==> src/rtl/mt6835_spi_slave_emu_if.sv <==
// Signal bundle between an SPI master/user logic and the MT6835 angle-read emulator.
// Optional member i_crc_inj exists only when MT6835_EMU_CRC_ERR_INJ_EN is defined.
interface mt6835_spi_slave_emu_if;
    logic        spi_cs;
    logic        spi_sck;
    logic        spi_mosi;
    logic        spi_miso;
    logic        o_miso_oe;
    logic [20:0] i_angle;
    logic [2:0]  i_status;
    logic        i_update;
`ifdef MT6835_EMU_CRC_ERR_INJ_EN
    logic        i_crc_inj;
`endif
    logic        o_cmd_valid;
    logic        o_cmd_err;
    logic        o_frame_done;
    logic        o_busy;

    modport slave (
        input  spi_cs, spi_sck, spi_mosi, i_angle, i_status, i_update,
`ifdef MT6835_EMU_CRC_ERR_INJ_EN
               i_crc_inj,
`endif
        output spi_miso, o_miso_oe, o_cmd_valid, o_cmd_err, o_frame_done, o_busy
    );

    modport master (
        output spi_cs, spi_sck, spi_mosi, i_angle, i_status, i_update,
`ifdef MT6835_EMU_CRC_ERR_INJ_EN
               i_crc_inj,
`endif
        input  spi_miso, o_miso_oe, o_cmd_valid, o_cmd_err, o_frame_done, o_busy
    );
endinterface

==> src/rtl/mt6835_spi_slave_emu.sv <==
// SPI mode-0 responder emulating the MT6835 READ ANGLE command (angle, status, CRC-8 frame).
// Define MT6835_EMU_CRC_ERR_INJ_EN to add i_crc_inj, which inverts the CRC byte of a frame.
module mt6835_spi_slave_emu #(
    parameter logic [7:0] CMD_READ_ANGLE = 8'h83,
    parameter int         SYNC_STAGES    = 2
) (
    input  logic                         i_clk,
    input  logic                         i_rst,
    mt6835_spi_slave_emu_if.slave        bus
);
    typedef enum logic [1:0] {IDLE, CMD, RESP, WAIT_CS} state_t;

    // Bit order in each sync stage: {cs, sck, mosi}.
    logic [SYNC_STAGES-1:0][2:0] sync_q;
    logic                        cs_prev_q, sck_prev_q;
    logic                        cs_s, sck_s, mosi_s;
    logic                        cs_rise, cs_fall, sck_rise, sck_fall;

    state_t      state_q;
    logic [4:0]  bit_cnt_q;
    logic [7:0]  cmd_q;
    logic [31:0] tx_q;
    logic [31:0] shadow_q;
    logic [31:0] shadow_d;
    logic [7:0]  crc_mask;
    logic [7:0]  cmd_byte;
    logic        miso_q, oe_q, cmd_valid_q, cmd_err_q, frame_done_q, full_q;

    function automatic logic [7:0] crc8(input logic [23:0] data);
        logic [7:0] c;
        c = 8'h00;
        for (int i = 23; i >= 0; i--) begin
            c = {c[6:0], 1'b0} ^ ((c[7] ^ data[i]) ? 8'h07 : 8'h00);
        end
        return c;
    endfunction

    assign cs_s     = sync_q[SYNC_STAGES-1][2];
    assign sck_s    = sync_q[SYNC_STAGES-1][1];
    assign mosi_s   = sync_q[SYNC_STAGES-1][0];
    assign cs_rise  =  cs_s  & ~cs_prev_q;
    assign cs_fall  = ~cs_s  &  cs_prev_q;
    assign sck_rise =  sck_s & ~sck_prev_q;
    assign sck_fall = ~sck_s &  sck_prev_q;

    assign shadow_d = {bus.i_angle, bus.i_status, crc8({bus.i_angle, bus.i_status})};
    assign cmd_byte = {cmd_q[6:0], mosi_s};

`ifdef MT6835_EMU_CRC_ERR_INJ_EN
    assign crc_mask = {8{bus.i_crc_inj}};
`else
    assign crc_mask = 8'h00;
`endif

    // cs resets to "asserted" so a cs held low across reset release never looks like a fresh falling edge.
    always_ff @(posedge i_clk or posedge i_rst) begin
        if (i_rst) begin
            sync_q     <= '0;
            cs_prev_q  <= 1'b0;
            sck_prev_q <= 1'b0;
        end else begin
            sync_q     <= {sync_q[SYNC_STAGES-2:0], {bus.spi_cs, bus.spi_sck, bus.spi_mosi}};
            cs_prev_q  <= cs_s;
            sck_prev_q <= sck_s;
        end
    end

    always_ff @(posedge i_clk or posedge i_rst) begin
        if (i_rst) begin
            state_q      <= IDLE;
            bit_cnt_q    <= '0;
            cmd_q        <= '0;
            tx_q         <= '0;
            shadow_q     <= '0;
            miso_q       <= 1'b1;
            oe_q         <= 1'b0;
            cmd_valid_q  <= 1'b0;
            cmd_err_q    <= 1'b0;
            frame_done_q <= 1'b0;
            full_q       <= 1'b0;
        end else begin
            cmd_valid_q  <= 1'b0;
            cmd_err_q    <= 1'b0;
            frame_done_q <= 1'b0;
            if (bus.i_update) begin
                shadow_q <= shadow_d;
            end
            case (state_q)
                IDLE: begin
                    if (cs_fall) begin
                        state_q   <= CMD;
                        bit_cnt_q <= '0;
                        full_q    <= 1'b0;
                    end
                end
                CMD: begin
                    if (cs_rise) begin
                        state_q <= IDLE;
                    end else if (sck_rise) begin
                        cmd_q     <= cmd_byte;
                        bit_cnt_q <= bit_cnt_q + 5'd1;
                        if (bit_cnt_q == 5'd7) begin
                            if (cmd_byte == CMD_READ_ANGLE) begin
                                // Snapshot uses the registered shadow, so a same-cycle update waits for the next frame.
                                tx_q        <= {shadow_q[31:8], shadow_q[7:0] ^ crc_mask};
                                cmd_valid_q <= 1'b1;
                                oe_q        <= 1'b1;
                                bit_cnt_q   <= '0;
                                state_q     <= RESP;
                            end else begin
                                cmd_err_q <= 1'b1;
                                state_q   <= WAIT_CS;
                            end
                        end
                    end
                end
                RESP: begin
                    if (cs_rise) begin
                        state_q <= IDLE;
                        miso_q  <= 1'b1;
                        oe_q    <= 1'b0;
                    end else begin
                        if (sck_fall) begin
                            miso_q <= tx_q[31];
                            tx_q   <= {tx_q[30:0], 1'b0};
                        end
                        if (sck_rise) begin
                            bit_cnt_q <= bit_cnt_q + 5'd1;
                            if (bit_cnt_q == 5'd31) begin
                                state_q <= WAIT_CS;
                                full_q  <= 1'b1;
                                miso_q  <= 1'b1;
                                oe_q    <= 1'b0;
                            end
                        end
                    end
                end
                WAIT_CS: begin
                    if (cs_rise) begin
                        state_q      <= IDLE;
                        frame_done_q <= full_q;
                        full_q       <= 1'b0;
                    end
                end
                default: state_q <= IDLE;
            endcase
        end
    end

    assign bus.spi_miso     = miso_q;
    assign bus.o_miso_oe    = oe_q;
    assign bus.o_cmd_valid  = cmd_valid_q;
    assign bus.o_cmd_err    = cmd_err_q;
    assign bus.o_frame_done = frame_done_q;
    assign bus.o_busy       = (state_q != IDLE);
endmodule

==> src/flat_wrapper.sv <==
// flat-port wrapper written by rule: the top's interface ports become plain ports
module mt6835_spi_slave_emu_flat 
#(
    parameter logic [7:0] CMD_READ_ANGLE = 8'h83,
    parameter int         SYNC_STAGES    = 2
)
  (i_clk, i_rst, bus_spi_cs, bus_spi_sck, bus_spi_mosi, bus_i_angle, bus_i_status, bus_i_update, bus_spi_miso, bus_o_miso_oe, bus_o_cmd_valid, bus_o_cmd_err, bus_o_frame_done, bus_o_busy);
  mt6835_spi_slave_emu_if bus_i ();
  input  logic i_clk;
  input  logic i_rst;
  input wire logic [$bits(bus_i.spi_cs)-1:0] bus_spi_cs;
  input wire logic [$bits(bus_i.spi_sck)-1:0] bus_spi_sck;
  input wire logic [$bits(bus_i.spi_mosi)-1:0] bus_spi_mosi;
  input wire logic [$bits(bus_i.i_angle)-1:0] bus_i_angle;
  input wire logic [$bits(bus_i.i_status)-1:0] bus_i_status;
  input wire logic [$bits(bus_i.i_update)-1:0] bus_i_update;
  output wire logic [$bits(bus_i.spi_miso)-1:0] bus_spi_miso;
  output wire logic [$bits(bus_i.o_miso_oe)-1:0] bus_o_miso_oe;
  output wire logic [$bits(bus_i.o_cmd_valid)-1:0] bus_o_cmd_valid;
  output wire logic [$bits(bus_i.o_cmd_err)-1:0] bus_o_cmd_err;
  output wire logic [$bits(bus_i.o_frame_done)-1:0] bus_o_frame_done;
  output wire logic [$bits(bus_i.o_busy)-1:0] bus_o_busy;
  assign bus_i.spi_cs = bus_spi_cs;
  assign bus_i.spi_sck = bus_spi_sck;
  assign bus_i.spi_mosi = bus_spi_mosi;
  assign bus_i.i_angle = bus_i_angle;
  assign bus_i.i_status = bus_i_status;
  assign bus_i.i_update = bus_i_update;
  assign bus_spi_miso = bus_i.spi_miso;
  assign bus_o_miso_oe = bus_i.o_miso_oe;
  assign bus_o_cmd_valid = bus_i.o_cmd_valid;
  assign bus_o_cmd_err = bus_i.o_cmd_err;
  assign bus_o_frame_done = bus_i.o_frame_done;
  assign bus_o_busy = bus_i.o_busy;
  mt6835_spi_slave_emu #(.CMD_READ_ANGLE(CMD_READ_ANGLE), .SYNC_STAGES(SYNC_STAGES)) u_core (.i_clk(i_clk), .i_rst(i_rst), .bus(bus_i));
endmodule
==> config.mk <==
export PLATFORM = sky130hd
export DESIGN_NAME = mt6835_spi_slave_emu_flat
export DESIGN_NICKNAME = d
export VERILOG_FILES = /design/src/rtl/mt6835_spi_slave_emu_if.sv /design/src/rtl/mt6835_spi_slave_emu.sv /design/src/flat_wrapper.sv
export SDC_FILE = /design/constraint.sdc
export NUM_CORES = 1
export LEC_CHECK = 0
export CORE_MARGIN = 3
export CORE_UTILIZATION = 56
export CTS_CLUSTER_SIZE = 28
export DETAILED_ROUTE_END_ITERATION = 6
export PLACE_DENSITY = 0.77
export SYNTH_ARGS = -nofsm -noshare
export SYNTH_HDL_FRONTEND = slang
export SYNTH_SLANG_ARGS = --single-unit
==> constraint.sdc <==
create_clock -name i_clk -period 7.1 [get_ports i_clk]
set_input_delay 1.42 -clock i_clk [delete_from_list [all_inputs] [get_ports i_clk]]
set_output_delay 1.42 -clock i_clk [all_outputs]
set_load 0.1 [all_outputs]
Word level (Yosys, flattened, before mapping):

Cells that the tools add are included.

* register bits after elaboration: 92
* bits in latches: 0
* RAM bits: 0
* bits in read-only memories: 0
* output and inout port bits: 6
* word-level logic and storage cells: 181
* memories kept: 0

* add/subtract/negate cells: 1
* $mul: 0
* divide/modulo/power cells: 0
* magnitude comparators: 0
* eq/ne operators: 20
* shifts and indexed selects: 0
* muxes and demuxes: 79
* bitwise gates (word level): 55
* reduce and logical (&&, ||, !) cells: 11

Operators with widths (number)
* 32-bit 2-to-1 mux: 6
* 8-bit XOR: 23
* 3-bit 2-to-1 mux: 24
* 32-bit one-hot mux with 2 select lines: 1
* 5-bit 2-to-1 mux: 7
* 1-bit 2-to-1 mux: 29
* 1-bit XOR: 22
* 6-bit AND reduction: 3
* 2-bit 2-to-1 mux: 8
* 2-bit by 1-bit inequality test with 1-bit output, second input constant: 8
* 5-bit one-hot mux with 3 select lines: 1
* 7-bit AND reduction: 2
* 3-bit by 1-bit inequality test with 1-bit output, second input constant: 4
* 8-bit equality test, second input constant: 1
* 2-bit one-hot mux with 4 select lines: 1
* 3-bit nonzero test: 2
* 5-bit by 1-bit adder with 5-bit output, second input constant: 1
* 5-bit by 3-bit equality test with 1-bit output, second input constant: 1
* 5-bit equality test, second input constant: 1
* 1-bit NOT: 5
* 1-bit bitwise AND: 4
* 2-bit equality test, second input constant: 2
* 2-bit inequality test, second input constant: 2
* 2-bit nonzero test: 2
* other kinds (6): 6

Depth between registers and ports, before layout:

Gate-level depths: netlist of the first run.

* depth in word-level cells: 69
* depth in mapped cells: 8
* mapped depth without buffers: 7

Worst setup path after synthesis of the first run:

No wires, ideal clock.

* path type: input-to-reg
* start: input port bus_i_angle[10]
* end: register u_core.shadow_q[3]
* setup time: 0.125 ns
* data arrival time: 2.838 ns
* required time: 6.975 ns
* setup slack: 4.137 ns
* stages on the path: 5
* cells stage by stage: xnor2_1 > xnor3_2 > xnor2_2 > xnor3_1 > mux2_2

* cells in the longest elaborated chain, start to end: 20

RTL lines
* from (decl): RTL line flat_wrapper.sv:14 `input wire logic [$bits(bus_i.i_angle)-1:0] bus_i_angle;`
* 1-bit XOR: RTL line mt6835_spi_slave_emu.sv:33 `c = {c[6:0], 1'b0} ^ ((c[7] ^ data[i]) ? 8'h07 : 8'h00);`
* 3-bit 2-to-1 mux: RTL line mt6835_spi_slave_emu.sv:33
* 8-bit XOR (6 in series): RTL line mt6835_spi_slave_emu.sv:33
* 1-bit XOR: RTL line mt6835_spi_slave_emu.sv:33
* 3-bit 2-to-1 mux: RTL line mt6835_spi_slave_emu.sv:33
* 8-bit XOR (6 in series): RTL line mt6835_spi_slave_emu.sv:33
* 1-bit XOR: RTL line mt6835_spi_slave_emu.sv:33
* 3-bit 2-to-1 mux: RTL line mt6835_spi_slave_emu.sv:33
* 8-bit XOR (2 in series): RTL line mt6835_spi_slave_emu.sv:33
* to (signal assigned): RTL line mt6835_spi_slave_emu.sv:86 `shadow_q <= shadow_d;`
* to (decl): RTL line mt6835_spi_slave_emu.sv:23 `logic [31:0] shadow_q;`

No other way between the ends.
A chain may end at the register's enable or synchronous reset.

Worst setup path in the final report of the first run:

* start: register u_core.state_q[0]
* end: output port bus_o_busy

* cells in the longest elaborated chain, start to end: 1

RTL lines
* from (decl): RTL line mt6835_spi_slave_emu.sv:19 `state_t state_q;`
* from (signal assigned): RTL line mt6835_spi_slave_emu.sv:70 `state_q <= IDLE;`
* from (signal assigned): RTL line mt6835_spi_slave_emu.sv:91 `state_q <= CMD;`
* from (signal assigned): RTL line mt6835_spi_slave_emu.sv:98 `state_q <= IDLE;`
* 2-bit nonzero test: RTL line mt6835_spi_slave_emu.sv:155 `assign bus.o_busy = (state_q != IDLE);`
* to (decl): RTL line flat_wrapper.sv:22 `output wire logic [$bits(bus_i.o_busy)-1:0] bus_o_busy;`

No other way between the ends.

==> results of run 1 <==
-- how the worst max path moves through the flow --
| stage | end | slack [ns] |
|---|---|---|
| 2_1_floorplan | u_core.bit_cnt_q[0]$_DFFE_PP0P_ | 3.29 |
| 3_3_place_gp | u_core.shadow_q[3]$_DFFE_PP0P_ | 3.54 |
| 3_5_place_dp | u_core.shadow_q[3]$_DFFE_PP0P_ | 3.47 |
| 4_1_cts | bus_o_busy | 3.33 |
| 5_1_grt | bus_o_busy | 3.24 |
| 6_report | bus_o_busy | 3.36 |
-- layout make-up --
class	count	area [sq um]
fillers	605	2630
clock buffers	9	124
inverters	7	27.5
clock inverters	7	63.8
repair buffers	39	380
well taps	102	128
flip-flops and latches	92	2300
multi-input cells	252	2110
-- critical path, stage by stage, from the launching register on --
cell	delay, ns
dfrtp_1	0.41
inv_1	0.09
ha_1	0.25
inv_1	0.09
clkdlybuf4s50_1	1.13
-- flip-flops by register name, indices dropped and copies added, names as in the netlist, 2 cells and up --
register,count
u_core.sync_q,3
u_core.tx_q,32
u_core.cmd_q,7
u_core.shadow_q,32
u_core.bit_cnt_q,5
u_core.state_q,2
-- routing by layer --
metal	track usage, %	vias to the layer above	routed length (um)
met4	4.62	0	85
met3	5.37	6	334
met5	0	-	0
met1	27.0	1399	3740
met2	32.9	50	4130
li1	-	1339	-
-- report_power, final --
group	internal, mW	total (mW)	leakage, nW	switching [mW]
Clock	0.135	0.335	0.0967	0.200
Combinational	0.353	0.787	0.994	0.435
Sequential	0.693	0.795	1.08	0.101
Total	1.18	1.92	2.17	0.736
-- synth_stat cells (all sizes together) --
| master | n |
|---|---|
| and3 | 2 |
| and2 | 1 |
| o21ai | 6 |
| dfstp | 1 |
| nor3b | 2 |
| a31oi | 3 |
| nand2b | 2 |
| ha | 6 |
| nor3 | 1 |
| nand2 | 6 |
| xor3 | 1 |
| a41oi | 1 |
| o21a | 1 |
| clkbuf | 9 |
| nor4b | 2 |
| nand3 | 6 |
| a21o | 1 |
| xnor2 | 23 |
| a21oi | 42 |
| and4bb | 1 |
| inv | 7 |
| a22o | 3 |
| nor2b | 4 |
| o21bai | 1 |
| xnor3 | 10 |
| o22a | 1 |
| a2111o | 1 |
| dfrtp | 91 |
| a211oi | 2 |
| mux2i | 31 |
| xor2 | 13 |
| nor2 | 40 |
| mux2 | 39 |
| buf | 6 |
-- cells by family (layout without fill, tap and decap cells) --
family / after synthesis / in the layout
AO/OA/AOI/OAI: 62 / 62
AND/OR/NAND/NOR: 67 / 67
adder cells (fa/ha/maj): 6 / 6
multiplexers: 70 / 70
buffers and inverters: 22 / 62
flip-flops: 92 / 92
XOR/XNOR: 47 / 47
-- through the flow --
step           hold slack [ns]  std cells  power (mW)  instance area, sq um
6_report                 0.360        508        1.92                  5140
5_1_grt                  0.364        508        2.06                  5140
4_1_cts                  0.361        508        1.93                  5140
3_5_place_dp             0.339        492        1.60                  4950
3_3_place_gp             0.346        492        1.56                  4950
2_1_floorplan            0.331        366        1.42                  4500
==> reports/results.ini, run 1 <==
[floorplanning]
fp.coreArea_sq_mm=0.00777
rows=32
die-area_sq_mm=0.00914
die_h_um=95.6
die_w_um=95.6
io_pins=36
start_util_pct=57.9

[clock_tree]
insertion_delay_ns=0.36
path_clk_slew_ns=0.09
ctsHoldBuffers=0
cts_resized=0
cts_setup_buffers=0
cts_tree=yes
clockBufferDepth=2
cts_root_buffer=clkbuf_8
clock-sinks=92
h-tree-depth=3
cts_buffers=9

[synthesis]
syn_area_sq_mm=0.00450
synth_top_area_share_pct=50.6
syn_inst=366
synth_cell_types=40
post-synth-top-area-cell=dfrtp_1
yosys_warnings=0
synth-xor-area-share_pct=13.4
synth_fa_ha_area_share_pct=1.67
syn_nets=402
synthTopCellsByArea=dfrtp_1 (51%), mux2_2 (9.8%), mux2i_1 (6.9%)
synth_compound_area_share_pct=7.82
yosys-mux-area-fraction_pct=16.7
synth_top_family_by_area=multiplexers
syn_area_per_cell_sq_um=12.3
yosys.area_share.simple_pct=7.34
seq_area_frac_synth_pct=51.2
ys_ff_latch=92

[grt]
antenna_found_initial=0
grtUsageTotal_pct=20.2
grt_pass1_wl_um=13900
grt_pass1_vias=2794
grt_overflow=0
grt_start_max_net_pins=64

[placed_design]
place_ws_ns=3.47
routabilityCongestion=0.870
hpwlAfterDp_um=5930
io_buffers=35

[setup_path]
reg2reg_depth=9
arrival_ns=2.32
crit_fanout=5
reg2reg_slack_ns=4.57
crit_start=u_core.state_q[0]$_DFFE_PP0P_
reg2reg_to=u_core.tx_q[11]$_DFFE_PP0P_
worstSetupEndpointType=output pin
crit_type=reg2out
reg2reg_from=u_core.state_q[0]$_DFFE_PP0P_
start_kind=flip-flop
cp.required_ns=5.68

[route]
drtPass1Iterations=4
num_vias=2794
drt_iter0_markers=98
post-route-drc-count=0
routed_wl_um=8290
viasPerCell=5.50
ant_nets=0
routedWlPerCell_um=16.3

[timing]
post-route-min-period_ns=3.74
slew_viol_final=0
finClkSkew_ns=0.0150
hold_violations=0
fin_tns_setup_ns=0
slew_headroom_pct=34.8
setup_viol=0
rsz0062_at_grt=false
max_freq_mhz=267
tightestPinTransition_ns=0.976
period_share_pct=52.7
fin_ws_ns=3.36

[finish]
drive_above_1_share_pct=18.0
antenna_cells=0
finish.utilization_pct=66.1
syn_to_final_growth_pct=14.2
most-common-layout-cells=dfrtp_1 (91), a21oi_1 (42), nor2_1 (40), mux2_2 (39), clkdlybuf4s50_1 (35)
fin_nets=437
final_common_cell=dfrtp_1

[min_path]
holdPathEnd=u_core.cmd_byte[0]$_DFF_PP0_
holdCritPathClass=reg2reg
hold_path_depth=0
hp-start=u_core.sync_q[0]$_DFF_PP0_

[pwr]
vdd_ir_drop_max_v=0.000186
cellLeakagePower_nw=2.17
power.density_mw_per_mm2=373

[run_status]
status=completed

[flow_run]
maxCapViolCount=0

No activity file was read; power rests on OpenSTA's default activity.
==> run 2, diff against run 1 <==
- CORE_UTILIZATION: 56 -> 52
- PLACE_DENSITY: 0.77 -> 0.75
- clock period: 7.1 -> 3.24 ns (I/O delays scaled with it)
==> reports/results.ini, run 2 (synthesis results as in run 1) <==
[timing]
finClkSkew_ns=0.00902
period_share_pct=76.5
slew_headroom_pct=59.2
rsz0062_at_grt=false
slew_viol_final=0
post-route-min-period_ns=2.48
max_freq_mhz=404
hold_violations=0
setup_viol=0
tightestPinTransition_ns=0.612
fin_tns_setup_ns=0

[pwr]
power.density_mw_per_mm2=832
power_mw=4.29
vdd_ir_drop_max_v=0.000436
cellLeakagePower_nw=2.18

[route]
post-route-drc-count=0
met1_length_um=4130
met3_length_um=262
drt_iter0_markers=139
highest_layer=met4
routed_wl_um=8500
routedWlPerCell_um=16.6
viasPerCell=5.53
drtPass1Iterations=4
ant_nets=0
routed-wl-met2_um=4020
num_vias=2827

[clock_tree]
cts_tree=yes
cts_resized=0
cts_buffers=9
cts_setup_buffers=0
cts_root_buffer=clkbuf_8
clock-sinks=92
h-tree-depth=3
path_clk_slew_ns=0.10
insertion_delay_ns=0.36
ctsHoldBuffers=0
clockBufferDepth=2

[setup_path]
arrival_ns=2.73
crit_fanout=3
worstSetupEndpointType=flip-flop
cp.required_ns=3.49
crit_type=in2reg
start_kind=input port

[placed_design]
io_buffers=35
routabilityCongestion=0.797
dp_cells=495
hpwlAfterDp_um=5950

[run_status]
status=completed

[finish]
most-common-layout-cells=dfrtp_1 (91), a21oi_1 (42), nor2_1 (40), mux2_2 (39), mux2i_1 (31)
layout.cells.non_filler=511
syn_to_final_growth_pct=14.7
drive_above_1_share_pct=19.5
final_common_cell=dfrtp_1
fillers=634
antenna_cells=0
top_regs=u_core.shadow_q (32), u_core.tx_q (32), u_core.cmd_q (7)
fin_nets=437

[floorplanning]
die_w_um=99.0
die-area_sq_mm=0.00980
die_h_um=99.0
fp.coreArea_sq_mm=0.00830
io_pins=36
rows=33
start_util_pct=54.2

[grt]
grt_overflow=0
grtUsageTotal_pct=18.3
grt_pass1_vias=2758
antenna_found_initial=0
grt_start_max_net_pins=70
grt_pass1_wl_um=14000

[min_path]
holdCritPathClass=reg2reg

[flow_run]
maxCapViolCount=0

==> run 2: changes by cell type in the layout (fill, tap and decap cells not counted) <==
| cell | delta |
|---|---|
| buf_4 | +5 |
| clkinv_4 | -3 |
| bufinv_16 | +1 |
| clkdlybuf4s50_1 | -6 |
| clkinvlp_4 | +2 |
| buf_12 | +1 |
==> run 2: layout make-up <==
class                   instances  area (sq um)  share of cell area (%)
flip-flops and latches         92          2300                    44.7
clock inverters                 7          82.6                    1.60
clock buffers                   9           124                    2.40
well taps                     105           131                    2.55
multi-input cells             252          2110                    40.9
inverters                       7          27.5                   0.534
repair buffers                 39           378                    7.33
==> run 2: final timing paths <==
path / startpoint / end / slack (ns) / cells past startpoint
setup / recovery: bus_i_angle[20] / u_core.shadow_q[3]$_DFFE_PP0P_ / 0.76 / 6
hold / removal: u_core.sync_q[2]$_DFF_PP0_ / u_core.cs_s$_DFF_PP0_ / 0.36 / 0
setup reg to reg: u_core.bit_cnt_q[0]$_DFFE_PP0P_ / u_core.tx_q[26]$_DFFE_PP0P_ / 0.90 / 7
hold reg to reg: u_core.sync_q[2]$_DFF_PP0_ / u_core.cs_s$_DFF_PP0_ / 0.36 / 0
max in group asynchronous: i_rst / u_core.shadow_q[11]$_DFFE_PP0P_ / 1.94 / 3
min in group asynchronous: i_rst / u_core.sync_q[1]$_DFF_PP0_ / 0.62 / 2
==> run 2: per-stage QoR <==
| step | hold slack (ns) | utilization, % | setup slack [ns] | instance area, sq um |
|---|---|---|---|---|
| 2_1_floorplan | 0.331 | - | 0.202 | 4500 |
| 3_3_place_gp | 0.334 | 59.7 | 0.445 | 4950 |
| 3_5_place_dp | 0.342 | 59.7 | 0.401 | 4950 |
| 4_1_cts | 0.362 | 62.1 | 0.778 | 5160 |
| 5_1_grt | 0.373 | 62.1 | 0.661 | 5160 |
| 6_report | 0.359 | 62.1 | 0.763 | 5160 |
==> run 2: routing by layer <==
metal	GRT usage [%]	up-vias
li1	-	1346
met1	26.6	1426
met2	27.8	48
met3	3.96	7
met4	5.36	0
met5	0	-
==> run 2: worst max-delay path, cell delays in order <==
cell and delay (ns):
clkdlybuf4s50_1 0.53, xor3_1 0.48, xnor3_1 0.28, xor2_1 0.27, xnor3_1 0.25, mux2_2 0.27
==> run 2: power by group <==
| part | switching [mW] | internal, mW |
|---|---|---|
| Combinational | 0.974 | 0.769 |
| Sequential | 0.216 | 1.52 |
| Clock | 0.440 | 0.370 |
| Total | 1.63 | 2.66 |
